**src/rtl/reorder_buffer_pkg.sv**
```systemverilog
// Shared definitions for the reorder buffer: sizing defaults, the id
// convention and the instruction type codes seen at dispatch.
package reorder_buffer_pkg;

  localparam int ROB_SIZE_DEF  = 16;
  localparam int ROB_ID_W_DEF  = 5;
  localparam int NON_DEPENDENT = 0;
  localparam int OPE_WIDTH     = 6;

  typedef logic [ROB_ID_W_DEF-1:0] rob_id_t;

  typedef enum logic [OPE_WIDTH-1:0] {
    OP_NONE = 6'd0,
    ADDI    = 6'd1,
    ADD     = 6'd2,
    LW      = 6'd3,
    JAL     = 6'd4,
    JALR    = 6'd5,
    BEQ     = 6'd6,
    BNE     = 6'd7,
    BLT     = 6'd8,
    BGE     = 6'd9,
    BLTU    = 6'd10,
    BGEU    = 6'd11,
    SB      = 6'd12,
    SH      = 6'd13,
    SW      = 6'd14
  } ope_e;

  function automatic logic is_cond_branch(input logic [OPE_WIDTH-1:0] op);
    return (op == BEQ) || (op == BNE) || (op == BLT) ||
           (op == BGE) || (op == BLTU) || (op == BGEU);
  endfunction

  function automatic logic is_store_op(input logic [OPE_WIDTH-1:0] op);
    return (op == SB) || (op == SH) || (op == SW);
  endfunction

endpackage

```
**src/rtl/reorder_buffer_commit_check.sv**
```systemverilog
// Classifies the head instruction at commit and decides whether it
// redirects fetch (resolved branch disagreeing with prediction, or any JALR).
module reorder_buffer_commit_check
  import reorder_buffer_pkg::*;
(
  input  logic [OPE_WIDTH-1:0] head_type,
  input  logic                 pred_jump,
  input  logic                 act_jump,
  output logic                 is_branch,
  output logic                 is_store,
  output logic                 mispredict_hit
);

  // JAL target is known at fetch, so only JALR and wrong branches flush
  always_comb begin
    is_branch      = is_cond_branch(head_type);
    is_store       = is_store_op(head_type);
    mispredict_hit = (head_type == JALR) || (is_branch && (act_jump != pred_jump));
  end

endmodule

```
**src/rtl/reorder_buffer.sv**
```systemverilog
// Circular reorder buffer: in-order allocation, out-of-order result capture
// from the ALU and load/store CDBs, in-order retirement with flush on
// mispredicted control flow.
module reorder_buffer
  import reorder_buffer_pkg::*;
#(
  parameter int ROB_SIZE = ROB_SIZE_DEF,
  parameter int ROB_ID_W = ROB_ID_W_DEF
) (
  input  logic                 clk,
  input  logic                 rst_n,
  input  logic                 rdy,
  input  logic                 enable_from_dsp,
  input  logic [OPE_WIDTH-1:0] type_from_dsp,
  input  logic [4:0]           rd_from_dsp,
  input  logic [31:0]          pc_from_dsp,
  input  logic                 pred_jump_from_dsp,
  output logic [ROB_ID_W-1:0]  rob_id_to_dsp,
  output logic                 full_rob,
  input  logic [ROB_ID_W-1:0]  query_j_id,
  input  logic [ROB_ID_W-1:0]  query_k_id,
  output logic                 ready_j,
  output logic                 ready_k,
  output logic [31:0]          value_j,
  output logic [31:0]          value_k,
  input  logic                 enable_cdb_rs,
  input  logic [ROB_ID_W-1:0]  cdb_rs_rob_id,
  input  logic [31:0]          cdb_rs_value,
  input  logic                 cdb_rs_jump,
  input  logic [31:0]          cdb_rs_pc_next,
  input  logic                 enable_cdb_lsb,
  input  logic [ROB_ID_W-1:0]  cdb_lsb_rob_id,
  input  logic [31:0]          cdb_lsb_value,
  output logic                 commit_reg_en,
  output logic [4:0]           commit_rd,
  output logic [31:0]          commit_value,
  output logic [ROB_ID_W-1:0]  commit_rob_id,
  output logic                 commit_store_en,
  output logic                 mispredict,
  output logic [31:0]          pc_redirect,
  output logic                 bp_update_en,
  output logic [31:0]          bp_pc,
  output logic                 bp_taken
);

  localparam int                IDX_W    = $clog2(ROB_SIZE);
  localparam logic [IDX_W-1:0]  IDX_ONE  = 1;
  localparam logic [IDX_W:0]    CNT_ONE  = 1;
  localparam logic [IDX_W:0]    FULL_LVL = (IDX_W+1)'(ROB_SIZE - 1);
  localparam logic [ROB_ID_W-1:0] ID_ONE  = 1;
  localparam logic [ROB_ID_W-1:0] ID_NONE = ROB_ID_W'(NON_DEPENDENT);

  logic [IDX_W-1:0] head, tail;
  logic [IDX_W:0]   count;

  logic [ROB_SIZE-1:0]  busy, ent_ready, ent_pred, ent_act;
  logic [OPE_WIDTH-1:0] ent_type    [ROB_SIZE];
  logic [4:0]           ent_rd      [ROB_SIZE];
  logic [31:0]          ent_pc      [ROB_SIZE];
  logic [31:0]          ent_value   [ROB_SIZE];
  logic [31:0]          ent_pc_next [ROB_SIZE];

  function automatic logic [IDX_W-1:0] id_to_idx(input logic [ROB_ID_W-1:0] id);
    logic [ROB_ID_W-1:0] t;
    t = id - ID_ONE;
    return t[IDX_W-1:0];
  endfunction

  function automatic logic [ROB_ID_W-1:0] idx_to_id(input logic [IDX_W-1:0] idx);
    return ROB_ID_W'(idx) + ID_ONE;
  endfunction

  // Everything upstream flushes on the same pulse, so inputs seen while
  // mispredict is high belong to the squashed path.
  logic dsp_we, rs_we, lsb_we;
  logic [IDX_W-1:0] rs_idx, lsb_idx;
  assign dsp_we  = enable_from_dsp && !mispredict;
  assign rs_we   = enable_cdb_rs  && (cdb_rs_rob_id  != ID_NONE) && !mispredict;
  assign lsb_we  = enable_cdb_lsb && (cdb_lsb_rob_id != ID_NONE) && !mispredict;
  assign rs_idx  = id_to_idx(cdb_rs_rob_id);
  assign lsb_idx = id_to_idx(cdb_lsb_rob_id);

  assign rob_id_to_dsp = idx_to_id(tail);
  assign full_rob      = (count >= FULL_LVL);

  // ---- stage p0: head inspection for commit ----
  logic head_vld_p0, is_branch_p0, is_store_p0, flush_p0;
  assign head_vld_p0 = busy[head] && ent_ready[head];

  reorder_buffer_commit_check u_commit_check (
    .head_type      (ent_type[head]),
    .pred_jump      (ent_pred[head]),
    .act_jump       (ent_act[head]),
    .is_branch      (is_branch_p0),
    .is_store       (is_store_p0),
    .mispredict_hit (flush_p0)
  );

  function automatic logic [32:0] lookup(input logic [ROB_ID_W-1:0] id);
    logic [IDX_W-1:0] idx;
    idx = id_to_idx(id);
    if (id == ID_NONE)
      return {1'b1, 32'h0};
    else if (rs_we && (cdb_rs_rob_id == id))
      return {1'b1, cdb_rs_value};
    else if (lsb_we && (cdb_lsb_rob_id == id))
      return {1'b1, cdb_lsb_value};
    else
      return {busy[idx] && ent_ready[idx], ent_value[idx]};
  endfunction

  // Operand lookup with same-cycle CDB forwarding, ALU bus first
  always_comb begin
    {ready_j, value_j} = lookup(query_j_id);
    {ready_k, value_k} = lookup(query_k_id);
  end

  // Control state and registered commit outputs
  always_ff @(posedge clk or negedge rst_n) begin
    if (!rst_n) begin
      head            <= '0;
      tail            <= '0;
      count           <= '0;
      busy            <= '0;
      ent_ready       <= '0;
      commit_reg_en   <= 1'b0;
      commit_rd       <= '0;
      commit_value    <= '0;
      commit_rob_id   <= '0;
      commit_store_en <= 1'b0;
      mispredict      <= 1'b0;
      pc_redirect     <= '0;
      bp_update_en    <= 1'b0;
      bp_pc           <= '0;
      bp_taken        <= 1'b0;
    end else if (rdy) begin
      commit_reg_en   <= 1'b0;
      commit_store_en <= 1'b0;
      mispredict      <= 1'b0;
      bp_update_en    <= 1'b0;

      if (dsp_we) begin
        busy[tail]      <= 1'b1;
        ent_ready[tail] <= 1'b0;
        tail            <= tail + IDX_ONE;
      end
      if (lsb_we) ent_ready[lsb_idx] <= 1'b1;
      if (rs_we)  ent_ready[rs_idx]  <= 1'b1;

      case ({dsp_we, head_vld_p0})
        2'b10:   count <= count + CNT_ONE;
        2'b01:   count <= count - CNT_ONE;
        default: count <= count;
      endcase

      // ---- stage p1: retire head ----
      if (head_vld_p0) begin
        commit_rd       <= ent_rd[head];
        commit_value    <= ent_value[head];
        commit_rob_id   <= idx_to_id(head);
        commit_store_en <= is_store_p0;
        commit_reg_en   <= !is_store_p0 && (ent_rd[head] != 5'd0);
        if (is_branch_p0) begin
          bp_update_en <= 1'b1;
          bp_pc        <= ent_pc[head];
          bp_taken     <= ent_act[head];
        end
        if (flush_p0) begin
          mispredict  <= 1'b1;
          pc_redirect <= ent_pc_next[head];
          busy        <= '0;
          head        <= '0;
          tail        <= '0;
          count       <= '0;
        end else begin
          head       <= head + IDX_ONE;
          busy[head] <= 1'b0;
        end
      end
    end
  end

  // Entry payload; validity is tracked by busy/ready, so no reset needed
  always_ff @(posedge clk) begin
    if (rdy) begin
      if (dsp_we) begin
        ent_type[tail] <= type_from_dsp;
        ent_rd[tail]   <= rd_from_dsp;
        ent_pc[tail]   <= pc_from_dsp;
        ent_pred[tail] <= pred_jump_from_dsp;
      end
      if (lsb_we) ent_value[lsb_idx] <= cdb_lsb_value;
      if (rs_we) begin
        ent_value[rs_idx]   <= cdb_rs_value;
        ent_act[rs_idx]     <= cdb_rs_jump;
        ent_pc_next[rs_idx] <= cdb_rs_pc_next;
      end
    end
  end

endmodule

```
**config.mk**
```make
export PLATFORM = sky130hd
export DESIGN_NAME = reorder_buffer
export DESIGN_NICKNAME = d
export VERILOG_FILES = /design/src/rtl/reorder_buffer_pkg.sv /design/src/rtl/reorder_buffer_commit_check.sv /design/src/rtl/reorder_buffer.sv
export SDC_FILE = /design/constraint.sdc
export NUM_CORES = 2
export LEC_CHECK = 0
export BUFFER_PORTS_ARGS = -buffer_cell sky130_fd_sc_hd__buf_2
export CORE_UTILIZATION = 49
export CTS_CLUSTER_SIZE = 24
export DETAILED_ROUTE_END_ITERATION = 8
export HOLD_SLACK_MARGIN = 0.02
export PLACE_DENSITY = 0.65
export RECOVER_POWER = 25
export SYNTH_ARGS = -nofsm -noshare
export SYNTH_HDL_FRONTEND = slang
export SYNTH_HIERARCHICAL = 1
export SYNTH_SLANG_ARGS = --single-unit
```
**constraint.sdc**
```tcl
create_clock -name clk -period 6 [get_ports clk]
set_input_delay 1.2 -clock clk [delete_from_list [all_inputs] [get_ports clk]]
set_output_delay 1.2 -clock clk [all_outputs]
set_load 0.01 [all_outputs]
```
==> impl_metrics.csv <==
group,metric,value,unit
run_status,outcome,"complete, no violations",
critical_path,worstPathArrival,4.38,ns
sta,setup-tns-final,0,ns
floorplan,die_x,427.5,µm
logic_synthesis,synth_edf_count,1744,
detailed_routing,post_drt_via_cell_ratio,6.654,
clocking,cts_buffers,196,
global_route,grt_use_total,28.15,%
place,portBuffers,349,
place,gp_congestion,0.8295,
clocking,cts_setup_buffers,0,
critical_path,worstReg2RegStart,"head[1]",
sta,rsz0062_at_grt,"false",
logic_synthesis,netlist_area,88720,µm²
cells_and_area,layout_commonest_cell,"edfxtp_1",
floorplan,die_h,427.5,µm
clocking,clkSinkCount,1900,
sta,fin_hold_ws,0.3484,ns
sta,fin_crit,5.582,ns
run,maxCapViolCount,0,
sta,tightest_slew,1.245,ns
floorplan,initial_core_util,49.51,%
critical_path,slowest_stage,"a211oi_1",
critical_path,critPathMostFrequentCell,"a211oi_1",
critical_path,cp_max_fo,26,
pwr,ir_worst_vdd,313.4,µV
sta,timing.final.crit_share,93.03,%
logic_synthesis,synth.top_cell.area_share,59.03,%
min_path,hold_class,"in -> async",
floorplan,die_area,182800,µm²
sta,setup_slack,0.4181,ns
detailed_routing,wl_per_cell,33.94,µm
critical_path,critPathLaunchType,"input pin",
clocking,root_buffer,"clkbuf_16",
pwr,power,38.80,mW
place,dpl_worst_slack,0.4826,ns
clocking,clockBufferDepth,3,
detailed_routing,routed_wl,255.7,mm
floorplan,core_area,179200,µm²
sta,setup_viol,0,
global_route,grt_max_degree,108,
global_route,grt_pass1_vias,50110,
sta,hold_viol,0,
pwr,p_leak,32.79,nW
place,dp_hpwl,140.5,mm
logic_synthesis,synthCells,4763,
detailed_routing,first_pass_iters,6,
logic_synthesis,synth_area_leader_cell,"edfxtp_1",
floorplan,ios,350,
logic_synthesis,ys_types,61,
logic_synthesis,synth-main-ff-cell,"edfxtp_1",
logic_synthesis,synth_nets,4943,
detailed_routing,ant_nets,0,
cells_and_area,drive_gt1_share,41.87,%
logic_synthesis,ys_seq_elements,1900,
global_route,grt_overflow,0,
place,placed_area,93770,µm²
cells_and_area,final_cell_mix,"1744 x edfxtp_1, 804 x mux4_2, 551 x mux2_2, 278 x buf_2, 244 x nand2_1",
critical_path,path_cells,"buf_8, inv_1, ha_4, buf_4, mux4_2, nor2b_1, a211oi_1, a211oi_1, a211oi_1, nor3_1, buf_2",
global_route,antenna_found_initial,33,
critical_path,path_buf_inv,4,
sta,slew_violations,0,
clocking,cts_resized,0,
critical_path,slowest_delay,0.80,ns
global_route,grt_pass1_wl,363.5,mm
critical_path,criticalPathCategory,"in -> out",
logic_synthesis,synthTopCellsByArea,"edfxtp_1 59%, mux4_2 20%, mux2_2 7.0%",
critical_path,crit_family,"compound AO/OA/AOI/OAI gates",
clocking,cts.clk_slew.worst_paths,0.06,ns
cells_and_area,final_area,100400,µm²
sta,fin_skew,0.04945,ns
logic_synthesis,yosysSeqAreaShare,63.43,%
cells_and_area,fin_nets,5177,
sta,slew_headroom,16.79,%
critical_path,rr_worst_depth,9,
detailed_routing,drt-initial-drc-count,6056,
clocking,hold_buffers,0,
logic_synthesis,synth_async_sr_flop_share,8.211,%
sta,clock.fmax,179.2,MHz
pwr,power.density,386.6,nW/µm²
cells_and_area,syn2layout_area_growth,13.12,%
clocking,cts_tree,"done",
clocking,cts_htree_levels,4,
floorplan,fp-row-count,155,
detailed_routing,vias,50120,
detailed_routing,drcViolationCount,0,
critical_path,endpoint_kind,"output pin",
logic_synthesis,syn_area_per_cell,18.63,µm²
clocking,worstSkewPairLatency,0.88,ns
critical_path,required,4.80,ns
critical_path,rr_endpoint,"pc_redirect[15]",
critical_path,r2r_slack,1.35,ns
logic_synthesis,synth_warnings,6,
flip-flops by register name, summed over array words and instances (netlist names), 4 cells and up:
register       cells
bp_pc             32
busy              16
commit_rd          5
commit_rob_id      5
commit_value      32
count              5
ent_act           16
ent_pc           512
ent_pc_next      512
ent_pred          16
ent_rd            80
ent_ready         16
ent_type          96
ent_value        512
head               4
pc_redirect       32
tail               4
per-layer routing:
layer | up-vias | track usage (%) | wire length (µm)
li1 | 20170 | - | -
met5 | - | 0 | 123
met3 | 519 | 5.824 | 23780
met4 | 20 | 9.875 | 9480
met1 | 26680 | 39.52 | 101500
met2 | 2723 | 43.97 | 120800
how the worst max path moves through the flow:
stage               cells past startpoint     endpoint           from
finish                                 11  value_k[21]  query_k_id[0]
detailed placement                     13  value_k[25]  query_k_id[0]
CTS                                    13  value_k[25]  query_k_id[0]
floorplan                              12  value_j[11]  query_j_id[0]
global route                           11  value_k[21]  query_k_id[0]
global placement                       13  value_k[25]  query_k_id[0]
where the power goes:
| group | switching, mW | internal (mW) |
|---|---|---|
| Sequential | 0.701 | 15.3 |
| Clock | 5.30 | 7.21 |
| Combinational | 5.22 | 5.07 |
| Total | 11.2 | 27.6 |
area by class of cell:
class                   count  area, µm²
fillers                 13740      78840
clock inverters            96       1197
inverters                  38      147.6
well taps                2355       2947
multi-input cells        2349      30830
repair buffers            512       3478
clock buffers             271       5443
flip-flops and latches   1900      56290
diodes                     11      27.53
cells in the mapped netlist (all sizes together), types with 2 or more instances:
cell type and count:
a211o 2, a211oi 192, a21o 16, a21oi 24
a22o 4, a22oi 8, a311oi 3, a32oi 2
and2 3, and3 11, and3b 4, buf 168
clkbuf 308, dfrtp 156, edfxtp 1744, ha 13
inv 38, mux2 551, mux2i 66, mux4 804
nand2 245, nand2b 9, nand3 14, nand3b 6
nand4 2, nand4b 2, nor2 86, nor2b 72
nor3 82, nor4 8, nor4b 3, o21a 2
o21ai 31, o21bai 5, o22a 16, o22ai 10
o2bb2ai 2, o31ai 2, or3 2, or4 5
xnor2 16, xor2 15
kinds of logic (layout without fill, tap and decap cells):
logic type / count (synthesis) / in the layout / synth area share [%]
DFF: 1900 / 1900 / 63.43
muxes: 1421 / 1421 / 28.15
and+or+nand+nor: 557 / 557 / 2.932
buffers and inverters: 514 / 917 / 2.341
AOI/OAI and AO/OA: 327 / 327 / 2.656
xor gates and xnor gates: 31 / 31 / 0.3060
adders and majority gates: 13 / 13 / 0.1834
other: 0 / 11 / 0
per-stage QoR:
stage | utilization (%) | instances
2_1_floorplan | - | 4763
3_3_place_gp | 52.33 | 7154
3_5_place_dp | 52.33 | 7154
4_1_cts | 56.03 | 7521
5_1_grt | 55.99 | 7526
6_report | 56.00 | 7532
(Power assumes the default switching activity.)
